==> src/rtl/seq_detect_ctrl_pkg.sv <==
// Shared types and defaults for the run detector controller.
package seq_detect_ctrl_pkg;

    localparam int unsigned RUN_LEN_DEF = 4;
    localparam int unsigned CNT_W_DEF   = 8;

    typedef enum logic [1:0] {
        ST_IDLE = 2'd0,
        ST_RUN1 = 2'd1,
        ST_RUN0 = 2'd2
    } state_t;

endpackage

==> src/rtl/seq_detect_ctrl_if.sv <==
// Board-side signals of the run detector: switch/key inputs and LED outputs.
interface seq_detect_ctrl_if
    import seq_detect_ctrl_pkg::*;
#(
    parameter int unsigned RUN_LEN = RUN_LEN_DEF,
    parameter int unsigned CNT_W   = CNT_W_DEF
);

    localparam int unsigned RL_W = $clog2(RUN_LEN + 1);

    logic             w_in;
    logic             step_n;
    logic             clear;
    logic             z_one;
    logic             z_zero;
    logic [RL_W-1:0]  run_len;
    logic [CNT_W-1:0] match_count;

    modport master (
        output w_in, step_n, clear,
        input  z_one, z_zero, run_len, match_count
    );

    modport slave (
        input  w_in, step_n, clear,
        output z_one, z_zero, run_len, match_count
    );

endinterface

==> src/rtl/seq_detect_ctrl_key_step_sync.sv <==
// Two-flop synchroniser for an active-low key with a one-cycle falling-edge pulse.
module key_step_sync (
    input  logic clock,
    input  logic resetn,
    input  logic async_n,
    output logic pulse
);

    logic s1;
    logic s2;
    logic prev;

    // Synchroniser chain and edge history; idle level of the key is high.
    always_ff @(posedge clock or negedge resetn) begin
        if (!resetn) begin
            s1   <= 1'b1;
            s2   <= 1'b1;
            prev <= 1'b1;
        end else begin
            s1   <= async_n;
            s2   <= s1;
            prev <= s2;
        end
    end

    // One pulse per press; a held key or its release produces nothing further.
    assign pulse = prev & ~s2;

endmodule

==> src/rtl/seq_detect_ctrl.sv <==
// Run detector controller: one sample per key press, tracks the current run of equal bits.
module seq_detect_ctrl
    import seq_detect_ctrl_pkg::*;
#(
    parameter int unsigned RUN_LEN = RUN_LEN_DEF,
    parameter int unsigned CNT_W   = CNT_W_DEF
) (
    input  logic            clock,
    input  logic            resetn,
    seq_detect_ctrl_if.slave bus
);

    localparam int unsigned RL_W = $clog2(RUN_LEN + 1);
    localparam logic [RL_W-1:0]  LEN_MAX = RL_W'(RUN_LEN);
    localparam logic [CNT_W-1:0] CNT_MAX = {CNT_W{1'b1}};

    logic             smp;
    logic             w_s1;
    logic             w_s2;

    state_t           state;
    state_t           state_nxt;
    logic [RL_W-1:0]  len_q;
    logic [RL_W-1:0]  len_nxt;
    logic [CNT_W-1:0] cnt_q;
    logic [CNT_W-1:0] cnt_nxt;
    logic             one_q;
    logic             one_nxt;
    logic             zero_q;
    logic             zero_nxt;

    key_step_sync u_step (
        .clock   (clock),
        .resetn  (resetn),
        .async_n (bus.step_n),
        .pulse   (smp)
    );

    // Data switch synchroniser, same depth as the key path so the bit lines up with smp.
    always_ff @(posedge clock or negedge resetn) begin
        if (!resetn) begin
            w_s1 <= 1'b0;
            w_s2 <= 1'b0;
        end else begin
            w_s1 <= bus.w_in;
            w_s2 <= w_s1;
        end
    end

    // State, run length, match counter and flag registers.
    always_ff @(posedge clock or negedge resetn) begin
        if (!resetn) begin
            state  <= ST_IDLE;
            len_q  <= '0;
            cnt_q  <= '0;
            one_q  <= 1'b0;
            zero_q <= 1'b0;
        end else begin
            state  <= state_nxt;
            len_q  <= len_nxt;
            cnt_q  <= cnt_nxt;
            one_q  <= one_nxt;
            zero_q <= zero_nxt;
        end
    end

    // Next-state: clear beats a coincident sample; flags decode the next registered state.
    always_comb begin
        state_nxt = state;
        len_nxt   = len_q;
        cnt_nxt   = cnt_q;
        one_nxt   = 1'b0;
        zero_nxt  = 1'b0;

        if (bus.clear) begin
            state_nxt = ST_IDLE;
            len_nxt   = '0;
        end else if (smp) begin
            case (state)
                ST_RUN1: begin
                    if (w_s2) begin
                        len_nxt = (len_q == LEN_MAX) ? len_q : len_q + RL_W'(1);
                    end else begin
                        state_nxt = ST_RUN0;
                        len_nxt   = RL_W'(1);
                    end
                end
                ST_RUN0: begin
                    if (!w_s2) begin
                        len_nxt = (len_q == LEN_MAX) ? len_q : len_q + RL_W'(1);
                    end else begin
                        state_nxt = ST_RUN1;
                        len_nxt   = RL_W'(1);
                    end
                end
                default: begin
                    state_nxt = w_s2 ? ST_RUN1 : ST_RUN0;
                    len_nxt   = RL_W'(1);
                end
            endcase
        end

        one_nxt  = (state_nxt == ST_RUN1) && (len_nxt == LEN_MAX);
        zero_nxt = (state_nxt == ST_RUN0) && (len_nxt == LEN_MAX);

        if (bus.clear) begin
            cnt_nxt = '0;
        end else if (smp && (one_nxt || zero_nxt) && (cnt_q != CNT_MAX)) begin
            cnt_nxt = cnt_q + CNT_W'(1);
        end
    end

    assign bus.z_one       = one_q;
    assign bus.z_zero      = zero_q;
    assign bus.run_len     = len_q;
    assign bus.match_count = cnt_q;

endmodule
==> src/flat_wrapper.sv <==
// flat-port wrapper written by rule: the top's interface ports become plain ports
module seq_detect_ctrl_flat import seq_detect_ctrl_pkg::*;
#(
    parameter int unsigned RUN_LEN = RUN_LEN_DEF,
    parameter int unsigned CNT_W   = CNT_W_DEF
)
  (clock, resetn, bus_w_in, bus_step_n, bus_clear, bus_z_one, bus_z_zero, bus_run_len, bus_match_count);
  seq_detect_ctrl_if #(.RUN_LEN(RUN_LEN), .CNT_W(CNT_W)) bus_i ();
  input  logic clock;
  input  logic resetn;
  input wire logic [$bits(bus_i.w_in)-1:0] bus_w_in;
  input wire logic [$bits(bus_i.step_n)-1:0] bus_step_n;
  input wire logic [$bits(bus_i.clear)-1:0] bus_clear;
  output wire logic [$bits(bus_i.z_one)-1:0] bus_z_one;
  output wire logic [$bits(bus_i.z_zero)-1:0] bus_z_zero;
  output wire logic [$bits(bus_i.run_len)-1:0] bus_run_len;
  output wire logic [$bits(bus_i.match_count)-1:0] bus_match_count;
  assign bus_i.w_in = bus_w_in;
  assign bus_i.step_n = bus_step_n;
  assign bus_i.clear = bus_clear;
  assign bus_z_one = bus_i.z_one;
  assign bus_z_zero = bus_i.z_zero;
  assign bus_run_len = bus_i.run_len;
  assign bus_match_count = bus_i.match_count;
  seq_detect_ctrl #(.RUN_LEN(RUN_LEN), .CNT_W(CNT_W)) u_core (.clock(clock), .resetn(resetn), .bus(bus_i));
endmodule
==> config.mk <==
export PLATFORM = sky130hd
export DESIGN_NAME = seq_detect_ctrl_flat
export DESIGN_NICKNAME = d
export VERILOG_FILES = /design/src/rtl/seq_detect_ctrl_pkg.sv /design/src/rtl/seq_detect_ctrl_if.sv /design/src/rtl/seq_detect_ctrl_key_step_sync.sv /design/src/rtl/seq_detect_ctrl.sv /design/src/flat_wrapper.sv
export SDC_FILE = /design/constraint.sdc
export NUM_CORES = 1
export LEC_CHECK = 0
export CAP_MARGIN = 20
export CORE_AREA = 2 2 51 53
export DETAILED_ROUTE_END_ITERATION = 16
export DIE_AREA = 0 0 53 55
export PLACE_DENSITY = 0.75
export SLEW_MARGIN = 20
export SYNTH_ARGS = -nofsm -noshare
export SYNTH_HDL_FRONTEND = slang
export SYNTH_SLANG_ARGS = --single-unit
==> constraint.sdc <==
create_clock -name clock -period 3.1 [get_ports clock]
set_input_delay 0.62 -clock clock [delete_from_list [all_inputs] [get_ports clock]]
set_output_delay 0.62 -clock clock [all_outputs]
set_load 0.01 [all_outputs]
==> metrics.txt <==
# IOs=18; ys flop type=dfrtp_1; net count reported at finish=146; Least-Margin Pin Slew=0.8648 ns; CP startpoint kind=flop; slew margin rel.=0.4217; minimum clock period=2.781 ns; Post-DRT Antenna Nets=0; Layout area overhead=20.42%; Vert. Die Dim=55 um; Vias/cell=5.836; initial DRC count=29; max cap viols=0; pwr dens=400.3 nW/um2; drt pass-1 iters=6; setup_tns=0 ns; worst min-delay path class=reg2reg; Cell Area, Synth=1182 um2; diode count=0; Final Non-Filler Cells=165; RD Place Congestion=0.8928; Post-synth EDFFs=0; switching power=0.1396 mW; share of cells above drive strength 1=0.1704; CP Capture Type=flop; RSZ-0062 raised after global routing=no; busiest grt layer=met2; largest net degree at the start of global routing=21; Sink Count=20; overall power=0.5700 mW; CP Data Arrival Time=2.99 ns; Leak Pwr=0.5583 nW; dominant cell type by area after synthesis=dfrtp_1; Max clock buf depth=2; Syn Area/Cell=10.19 um2; Flop pwr share=0.484; utilization after layout=0.6021; Comb pwr share=0.140; later-pin clock latency in the skew report=0.31 ns; Pins Over Slew Limit=0; Tot GR Track Use=0.1951; die area=2915 um2; Clock Power Share=0.376; sequential element share of the synthesized area=0.4265; Clock transition at path regs=0.12 ns; Distinct cells, synth=44; maximum net fanout on the critical path=6; Yosys reg bits=20; # Post-CTS Setup Buffers=0; synth warn=0; TritonCTS clock tree=built; GR Util met1=0.2487; grt ovf=0; vias in the first global route=875; Worst VDD drop=0.2600 mV; Switching Fraction=0.2448; width of the die=53 um; first-pass GRT wire length=4015 um; status=finished clean; clk_skew=0.01021 ns; Area contributors post-synth=dfrtp_1 36%, dfstp_2 6.7%, ha_1 5.3%; dpl cells=161; met3 Resource Use GR=0.01613; CTS Hold Bufs=0; GRT met2 Usage=0.3333; Net Count, Synth=126; CTS Buf Count=3; initial antenna violation count=0; final setup violation count=0; wire per inst=15.24 um; crit path kind=reg2reg; root buffer cell=clkbuf_4; total number of vias=963; Hold Vio Cnt, Final=0; Max Fclk=359.6 MHz; Yosys top cell area share=0.3598; post-CTS resize count=0; Internal Pwr Total=0.4304 mW; IO Port Bufs=17; # DRC=0; Initial Utilization=0.5000; Post-synth ARST share=1.000; H-tree Lvls=1; num rows=18; Critical Path RT=3.31 ns; fin crit share=0.8970; Post-Syn Instances=116; DP HPWL=1779 um; core box area=2365 um2; total wire length=2514 um
[layer usage]
metal / wire [um] / share of wire
met1: 1114 / 0.44
met2: 1253 / 0.50
met3: 93 / 0.037
met4: 52 / 0.021
met5: 0 / 0
[cell usage in the layout, fill, tap and decap left out, types with 2 or more instances in the layout]
| cell | synthesis | final |
|---|---|---|
| a211oi_2 | 2 | 2 |
| a21oi_1 | 8 | 8 |
| and3_1 | 2 | 2 |
| clkbuf_4 | 0 | 3 |
| clkdlybuf4s50_1 | 0 | 17 |
| dfrtp_1 | 17 | 17 |
| dfstp_2 | 3 | 3 |
| ha_1 | 5 | 5 |
| inv_1 | 6 | 6 |
| mux2_2 | 2 | 2 |
| mux2i_1 | 2 | 2 |
| nand2_1 | 7 | 7 |
| nand2b_1 | 3 | 3 |
| nand3_1 | 5 | 5 |
| nand3b_1 | 2 | 2 |
| nand4b_1 | 2 | 2 |
| nor2_1 | 12 | 12 |
| nor2b_1 | 3 | 3 |
| nor3_1 | 2 | 2 |
| nor3b_1 | 2 | 2 |
| o21ai_1 | 2 | 2 |
| o31ai_1 | 2 | 2 |
| o41ai_1 | 2 | 2 |
| or4_1 | 2 | 2 |
[logic make-up (layout without fill, tap and decap cells)]
group / count (synthesis) / in the layout / synth area share
simple gates: 54 / 54 / 0.2783
flops: 20 / 20 / 0.4265
buf+inv: 9 / 28 / 0.04126
fa+ha+maj: 5 / 5 / 0.05291
xor+xnor: 2 / 2 / 0.02117
compound gates: 21 / 21 / 0.1344
mux: 5 / 5 / 0.04550
[final cells by class]
cell class,instances,area [um2]
Clock buffer,3,22.52
Clock inverter,1,30.03
Fill cell,211,940.9
Inverter,6,22.52
Multi-Input combinational cell,87,629.4
Sequential cell,20,504.2
Tap cell,30,37.54
Timing Repair Buffer,18,177.7
[Yosys cell counts, types with 2 or more instances]
library cell / count
o21ai_1: 2
inv_1: 6
nor2_1: 12
dfrtp_1: 17
buf_4: 2
nand2b_1: 3
o31ai_1: 2
nor3b_1: 2
nand3_1: 5
and3_1: 2
dfstp_2: 3
nor2b_1: 3
a211oi_2: 2
mux2_2: 2
or4_1: 2
nor3_1: 2
a21oi_1: 8
o41ai_1: 2
ha_1: 5
nand2_1: 7
mux2i_1: 2
nand4b_1: 2
nand3b_1: 2
[through the flow]
stage	hold slack, ns	area, um2	worst slack, ns
after detailed placement	0.3458	1371	0.1791
after floorplan	0.3244	1182	0.5484
after global routing	0.3715	1424	0.1967
after CTS	0.3666	1424	0.3269
after global placement	0.3346	1371	0.2084
final	0.3656	1424	0.3194
[final timing paths]
check | startpoint | slack (ns) | depth (start not counted) | endpoint
worst max-delay path | u_core.state[0] | 0.32 | 7 | u_core.bus.match_count[5]
worst min-delay path | u_core.u_step.s1 | 0.37 | 0 | u_core.u_step.s2
worst max register to register | u_core.state[0] | 0.32 | 7 | u_core.bus.match_count[5]
worst min register to register | u_core.u_step.s1 | 0.37 | 0 | u_core.u_step.s2
max in group asynchronous | resetn | 1.77 | 1 | u_core.bus.match_count[6]
min in group asynchronous | resetn | 0.78 | 1 | u_core.w_s1
[worst max-delay path, stage by stage, from the launching register on]
cell,delay (ns)
dfrtp_1,0.42
inv_1,0.07
ha_1,0.39
or4_4,0.58
a211oi_4,0.32
nand3_2,0.20
nor4_1,0.34
mux2_1,0.35
[sequential cells by signal (all words and copies together) (netlist names)]
| register | cells |
|---|---|
| u_core.u_step.s1 | 1 |
| u_core.bus.z_one | 1 |
| u_core.u_step.s2 | 1 |
| u_core.bus.run_len | 3 |
| u_core.state | 2 |
| u_core.u_step.prev | 1 |
| u_core.bus.match_count | 8 |
| u_core.w_s2 | 1 |
| u_core.w_s1 | 1 |
| u_core.bus.z_zero | 1 |
[power by group through the flow]
stage / Sequential, mW / Clock (mW) / Combinational [mW]
floorplan: 0.280 / 0 / 0.0549
global placement: 0.280 / 0 / 0.0768
detailed placement: 0.281 / 0 / 0.0799
CTS: 0.276 / 0.216 / 0.0806
global route: 0.277 / 0.226 / 0.0892
finish: 0.276 / 0.214 / 0.0798
Note: power is estimated with default switching activity, not from simulation.
==> RTL change 1: new RTL, same settings <==
`RUN_LEN_DEF`: 4 -> 8.
--- a/src/rtl/seq_detect_ctrl_pkg.sv
+++ b/src/rtl/seq_detect_ctrl_pkg.sv
@@ -2,5 +2,5 @@
 package seq_detect_ctrl_pkg;
 
-    localparam int unsigned RUN_LEN_DEF = 4;
+    localparam int unsigned RUN_LEN_DEF = 8;
     localparam int unsigned CNT_W_DEF   = 8;
 
Interface: changed (resized bus_run_len); port bits go from 18 to 19. The function was not compared with the original's and may differ.
==> RTL change 1 against the original RTL <==
  * Combinational power fell by 11%
  * Sequential power increased by 5%
  * Clock power fell by 43%
  * Power decreased by 15%
  * Count of clock-buffer cells in the layout increased by 1
  * Design area grew 5.1%
  * Final cell count up 5.5%
  * Sequential share of layout area barely moved
  * Sequential cell count grew 1
  * Global-route usage is 0.35 points lower
  * Synthesized area grew 8.5%
  * Worst setup slack better by 0.0099 ns
  * Routed wire length shrank 1.2%
  * Critical path type unchanged
  * Critical endpoint is now u_core.bus.match_count[3]$_DFFE_PN0P_
==> RTL change 1: results (changes against the original RTL) <==
wire per inst=14.3 um (was 15.2 um); vias=1007 (was 963); post-CTS sizing=0 (unchanged); Global Route Usage Sum=19.2% (was 19.5%); Worst R2R Setup Slack=0.33 ns; Setup Skew=0.00359 ns (was 0.0102 ns); status=finished clean (unchanged); share of layout cells above drive strength 1=15.3% (was 17.0%); CP arrival=2.96 ns (was 2.99 ns); worst hold path class=flop to flop (unchanged); Num CTS Buffers=3 (unchanged); Buffers on Ports=18 (was 17); Seq/Total Area, Yosys=41.3% (was 42.6%); CP endpoint=u_core.bus.match_count[3]$_DFFE_PN0P_ (was u_core.bus.match_count[5]$_DFFE_PN0P_); Crit-path slowest cell=xor2_1 (was or4_4); Synth cell types=43 (was 44); post-detail-place hpwl=1830 um (was 1780 um); crit path launch=u_core.state[1]$_DFF_PN0_ (was u_core.state[0]$_DFF_PN0_); first-pass GRT wire length=4070 um (was 4020 um); DRT Pass-1 Iters=4 (was 6); commonest cells in the netlist=dfrtp_1, nor2_1, a21oi_1, nand2_1, nor2b_1 (was dfrtp_1, nor2_1, a21oi_1, nand2_1, inv_1); clk slew on worst S/H paths=0.10 ns (was 0.12 ns); vias in the first global route=951 (was 875); Max VDD drop=0.336 mV (was 0.260 mV); pin count of the biggest net entering global routing=22 (was 21); Critical Path Fanout Max=11 (was 6); leakage=0.598 nW (was 0.558 nW); Initial DRC Count=15 (was 29); Syn Nets=136 (was 126); largest cells by area after synthesis=dfrtp_1, dfstp_2, ha_1 (unchanged); RD Place Congestion=0.831 (was 0.893); R2R Path Start=u_core.state[1]$_DFF_PN0_ (was u_core.state[0]$_DFF_PN0_); peak per-stage delay on the critical path=0.72 ns (was 0.58 ns); Clock Latency Late Sink=0.29 ns (was 0.31 ns); fill cell count=208 (was 211); worst slew pin tran=0.888 ns (was 0.865 ns); Setup Crit Path Kind=flop to flop (unchanged); cell family with most CP delay=XOR/XNOR gates (was simple AND/OR/NAND/NOR gates); Nets=155 (was 146)
==> RTL change 1: cell types whose count changed after synthesis, moves of 2 or more <==
cell and change:
a211oi_2 -2, and2_1 +2, buf_4 -2, buf_6 +2
clkbuf_1 +2, mux2_1 +4, nand2b_1 -2, nor2_1 -3
nor2b_1 +5, nor4_2 +4, o21ai_0 +2, or2_2 +2
or4b_1 +2
==> RTL change 1: worst reg2reg max path, delay by kind of cell (launching register included) <==
kind	cells	cell delay [ns]
buffers and inverters	1	0.11
AOI/OAI and AO/OA	2	0.52
DFF	1	0.44
muxes	1	0.35
and+or+nand+nor	1	0.13
xor gates and xnor gates	1	0.72
adders and majority gates	1	0.39
==> RTL change 1: cell families after synthesis <==
| kind of cell | share of synthesized area [%] |
|---|---|
| xor+xnor | 0.683 |
| buf+inv | 5.56 |
| fa+ha+maj | 4.88 |
| compound gates | 13.7 |
| flops | 41.3 |
| mux | 7.22 |
| simple gates | 26.7 |
==> RTL change 1: area by class of cell <==
cell class	count	area share [%]
multi-input cells	92	45.6
flip-flops and latches	21	35.4
inverters	7	1.76
clock buffers	4	1.76
repair buffers	20	13.0
well taps	30	2.51
==> RTL change 1: metrics by stage <==
stage / utilization, % / setup WS [ns] / cell area [sq um] / std cells
after floorplan: - / 0.819 / 1280 / 126
after global placement: 62.2 / 0.457 / 1470 / 170
after detailed placement: 62.2 / 0.358 / 1470 / 170
after CTS: 63.3 / 0.332 / 1500 / 174
after global routing: 63.3 / 0.165 / 1500 / 174
final: 63.3 / 0.329 / 1500 / 174
==> RTL change 1: how the worst min path moves through the flow <==
stage                                           from                                     to  slack, ns  cells after the start
after CTS                 u_core.u_step.s1$_DFF_PN1_             u_core.u_step.s2$_DFF_PN1_       0.36                      0
final                     u_core.u_step.s1$_DFF_PN1_             u_core.u_step.s2$_DFF_PN1_       0.36                      0
after global placement         u_core.w_s1$_DFF_PN0_                  u_core.w_s2$_DFF_PN0_       0.33                      0
after global routing      u_core.u_step.s1$_DFF_PN1_             u_core.u_step.s2$_DFF_PN1_       0.37                      0
after floorplan                               resetn  u_core.bus.match_count[0]$_DFFE_PN0P_       0.32                      0
after detailed placement  u_core.u_step.s1$_DFF_PN1_             u_core.u_step.s2$_DFF_PN1_       0.35                      0
==> RTL change 1: layer usage <==
layer | wire [um] | up-vias | GRT usage [%]
li1 | - | 490 | -
met1 | 1160 | 496 | 24.7
met2 | 1240 | 17 | 32.1
met3 | 41 | 4 | 1.61
met4 | 44 | 0 | 10.7
met5 | 0 | - | 0
==> RTL change 1: power breakdown <==
part / internal, mW / switching [mW]
registers: 0.281 / 0.00772
logic: 0.0271 / 0.0440
clock network: 0.0501 / 0.0733
total: 0.359 / 0.125
==> RTL change 2: new RTL, config.mk and constraints unchanged <==
Without the edit above. Encoding of `state_t`: now one-hot (3 bits for 3 states).
--- a/src/rtl/seq_detect_ctrl_pkg.sv
+++ b/src/rtl/seq_detect_ctrl_pkg.sv
@@ -5,8 +5,8 @@
     localparam int unsigned CNT_W_DEF   = 8;
 
-    typedef enum logic [1:0] {
-        ST_IDLE = 2'd0,
-        ST_RUN1 = 2'd1,
-        ST_RUN0 = 2'd2
+    typedef enum logic [2:0] {
+        ST_IDLE = 3'b001,
+        ST_RUN1 = 3'b010,
+        ST_RUN0 = 3'b100
     } state_t;
 
Behaviour: same outputs for any inputs over 10 cycles, from zero or initial values and one cycle with resetn low; not proved beyond that.
==> RTL change 2 against the original RTL <==
  * Power fell by 18%
  * Worst setup slack improved by 0.49 ns
  * Synthesized area shrank 6.5%
  * Sequential share of layout area up 4.9 points
  * Design area shrank 7.6%
  * Sequential cell count rose by 1
  * Global-route usage down 3.0 points
  * Routed wire length down 14%
  * Clock skew decreased by 0.0061 ns
  * Core utilization down 4.6 points
  * Final cell count down 7.3%
  * First-iteration DRC count shrank 52%
==> RTL change 2: results (changes against the original RTL) <==
multiplexer area fraction after synthesis=7.01% (was 4.55%); CP endpoint=u_core.bus.match_count[3]$_DFFE_PN0P_ (was u_core.bus.match_count[5]$_DFFE_PN0P_); Synth cell types=35 (was 44); Nets=132 (was 146); DRT Pass-1 Iters=4 (was 6); post-CTS sizing=0 (unchanged); Routed Wire Length=2160 um (was 2510 um); post-detail-place hpwl=1520 um (was 1780 um); Initial DRC Count=14 (was 29); Seq/Total Area, Yosys=48.0% (was 42.6%); Adder-Cell Fraction of Synth Area=3.39% (was 5.29%); Setup Skew=0.00415 ns (was 0.0102 ns); Reg2Reg Depth=5 (was 7); fmax=436 MHz (was 360 MHz); Crit-path slowest cell=o211ai_1 (was or4_4); asr flop ratio synth=100% (unchanged); XOR/XNOR share of the synthesized area=0% (was 2.12%); Largest register FFs=8 (unchanged); first-pass GRT wire length=3520 um (was 4020 um); Compound-Gate Fraction of Synth Area=7.58% (was 13.4%); initial antenna violation count=0 (unchanged); post-CTS setup buffer count=0 (unchanged); startpoint types=flop (unchanged); Critical Path Fanout Max=11 (was 6); R2R Path Start=u_core.u_step.s2$_DFF_PN1_ (was u_core.state[0]$_DFF_PN0_); Num CTS Buffers=3 (unchanged); WHS=0.363 ns (was 0.366 ns); RD Place Congestion=0.840 (was 0.893); status=finished clean (unchanged); final core utilization=55.6% (was 60.2%); DP Worst Slack=0.622 ns (was 0.179 ns); peak per-stage delay on the critical path=0.78 ns (was 0.58 ns); Worst R2R Setup Slack=0.80 ns (was 0.32 ns); vias in the first global route=775 (was 875); hold endpoint=u_core.u_step.s2$_DFF_PN1_ (unchanged); Via-to-Cell Ratio=5.48 (was 5.84); CP arrival=2.49 ns (was 2.99 ns); vias=839 (was 963); Syn Nets=114 (was 126); Buffers on Ports=17 (unchanged); pin count of the biggest net entering global routing=22 (was 21); Max VDD drop=0.248 mV (was 0.260 mV); cell family with most CP delay=compound AO/OA/AOI/OAI gates (was simple AND/OR/NAND/NOR gates); fill cell count=231 (was 211); share of layout cells above drive strength 1=13.8% (was 17.0%); HP Start=u_core.u_step.s1$_DFF_PN1_ (unchanged); leakage=0.550 nW (was 0.558 nW); commonest cells in the netlist=dfrtp_1, nor2_1, nor2b_1, a21oi_1 (was dfrtp_1, nor2_1, a21oi_1, nand2_1, inv_1); root buffer cell=clkbuf_4 (unchanged); relative slew slack=36.4% (was 42.2%); largest cells by area after synthesis=dfrtp_1, dfstp_2, nor4_2 (was dfrtp_1, dfstp_2, ha_1); placed instance area=0.00129 sq mm (was 0.00137 sq mm); worst hold path class=flop to flop (unchanged); Global Route Usage Sum=16.6% (was 19.5%); Mapped Avg Cell Area=10.4 sq um (was 10.2 sq um)
## RTL change 2: changes by cell type after synthesis, sizes merged, moves of 3 or more
cell    delta
nor2b      +3
a211oi     -3
nor4       +3
nand2      -4
mux2       +3
## RTL change 2: area by class of cell
cell class	instances	area share (%)
Sequential cell	21	40.3
Multi-Input combinational cell	76	40.1
Tap cell	30	2.85
Inverter	4	1.14
Clock buffer	3	1.71
Timing Repair Buffer	18	13.5
Clock inverter	1	0.381
## RTL change 2: where the power goes
group / internal (mW) / switching [mW]
sequential: 0.283 / 0.00674
combinational: 0.0190 / 0.0287
clock: 0.0480 / 0.0820
## RTL change 2: metal layers
layer | GRT usage (%) | routed length (um)
met3 | 2.42 | 58
met2 | 27.7 | 1070
met4 | 6.41 | 20
met1 | 21.7 | 1020
met5 | 0 | 0
## RTL change 2: worst reg2reg max path, stage by stage (launching register included)
cell,delay (ns)
dfstp_2,0.56
nand2b_1,0.31
nor2_1,0.07
o211ai_1,0.78
nor4_2,0.13
mux2_1,0.35
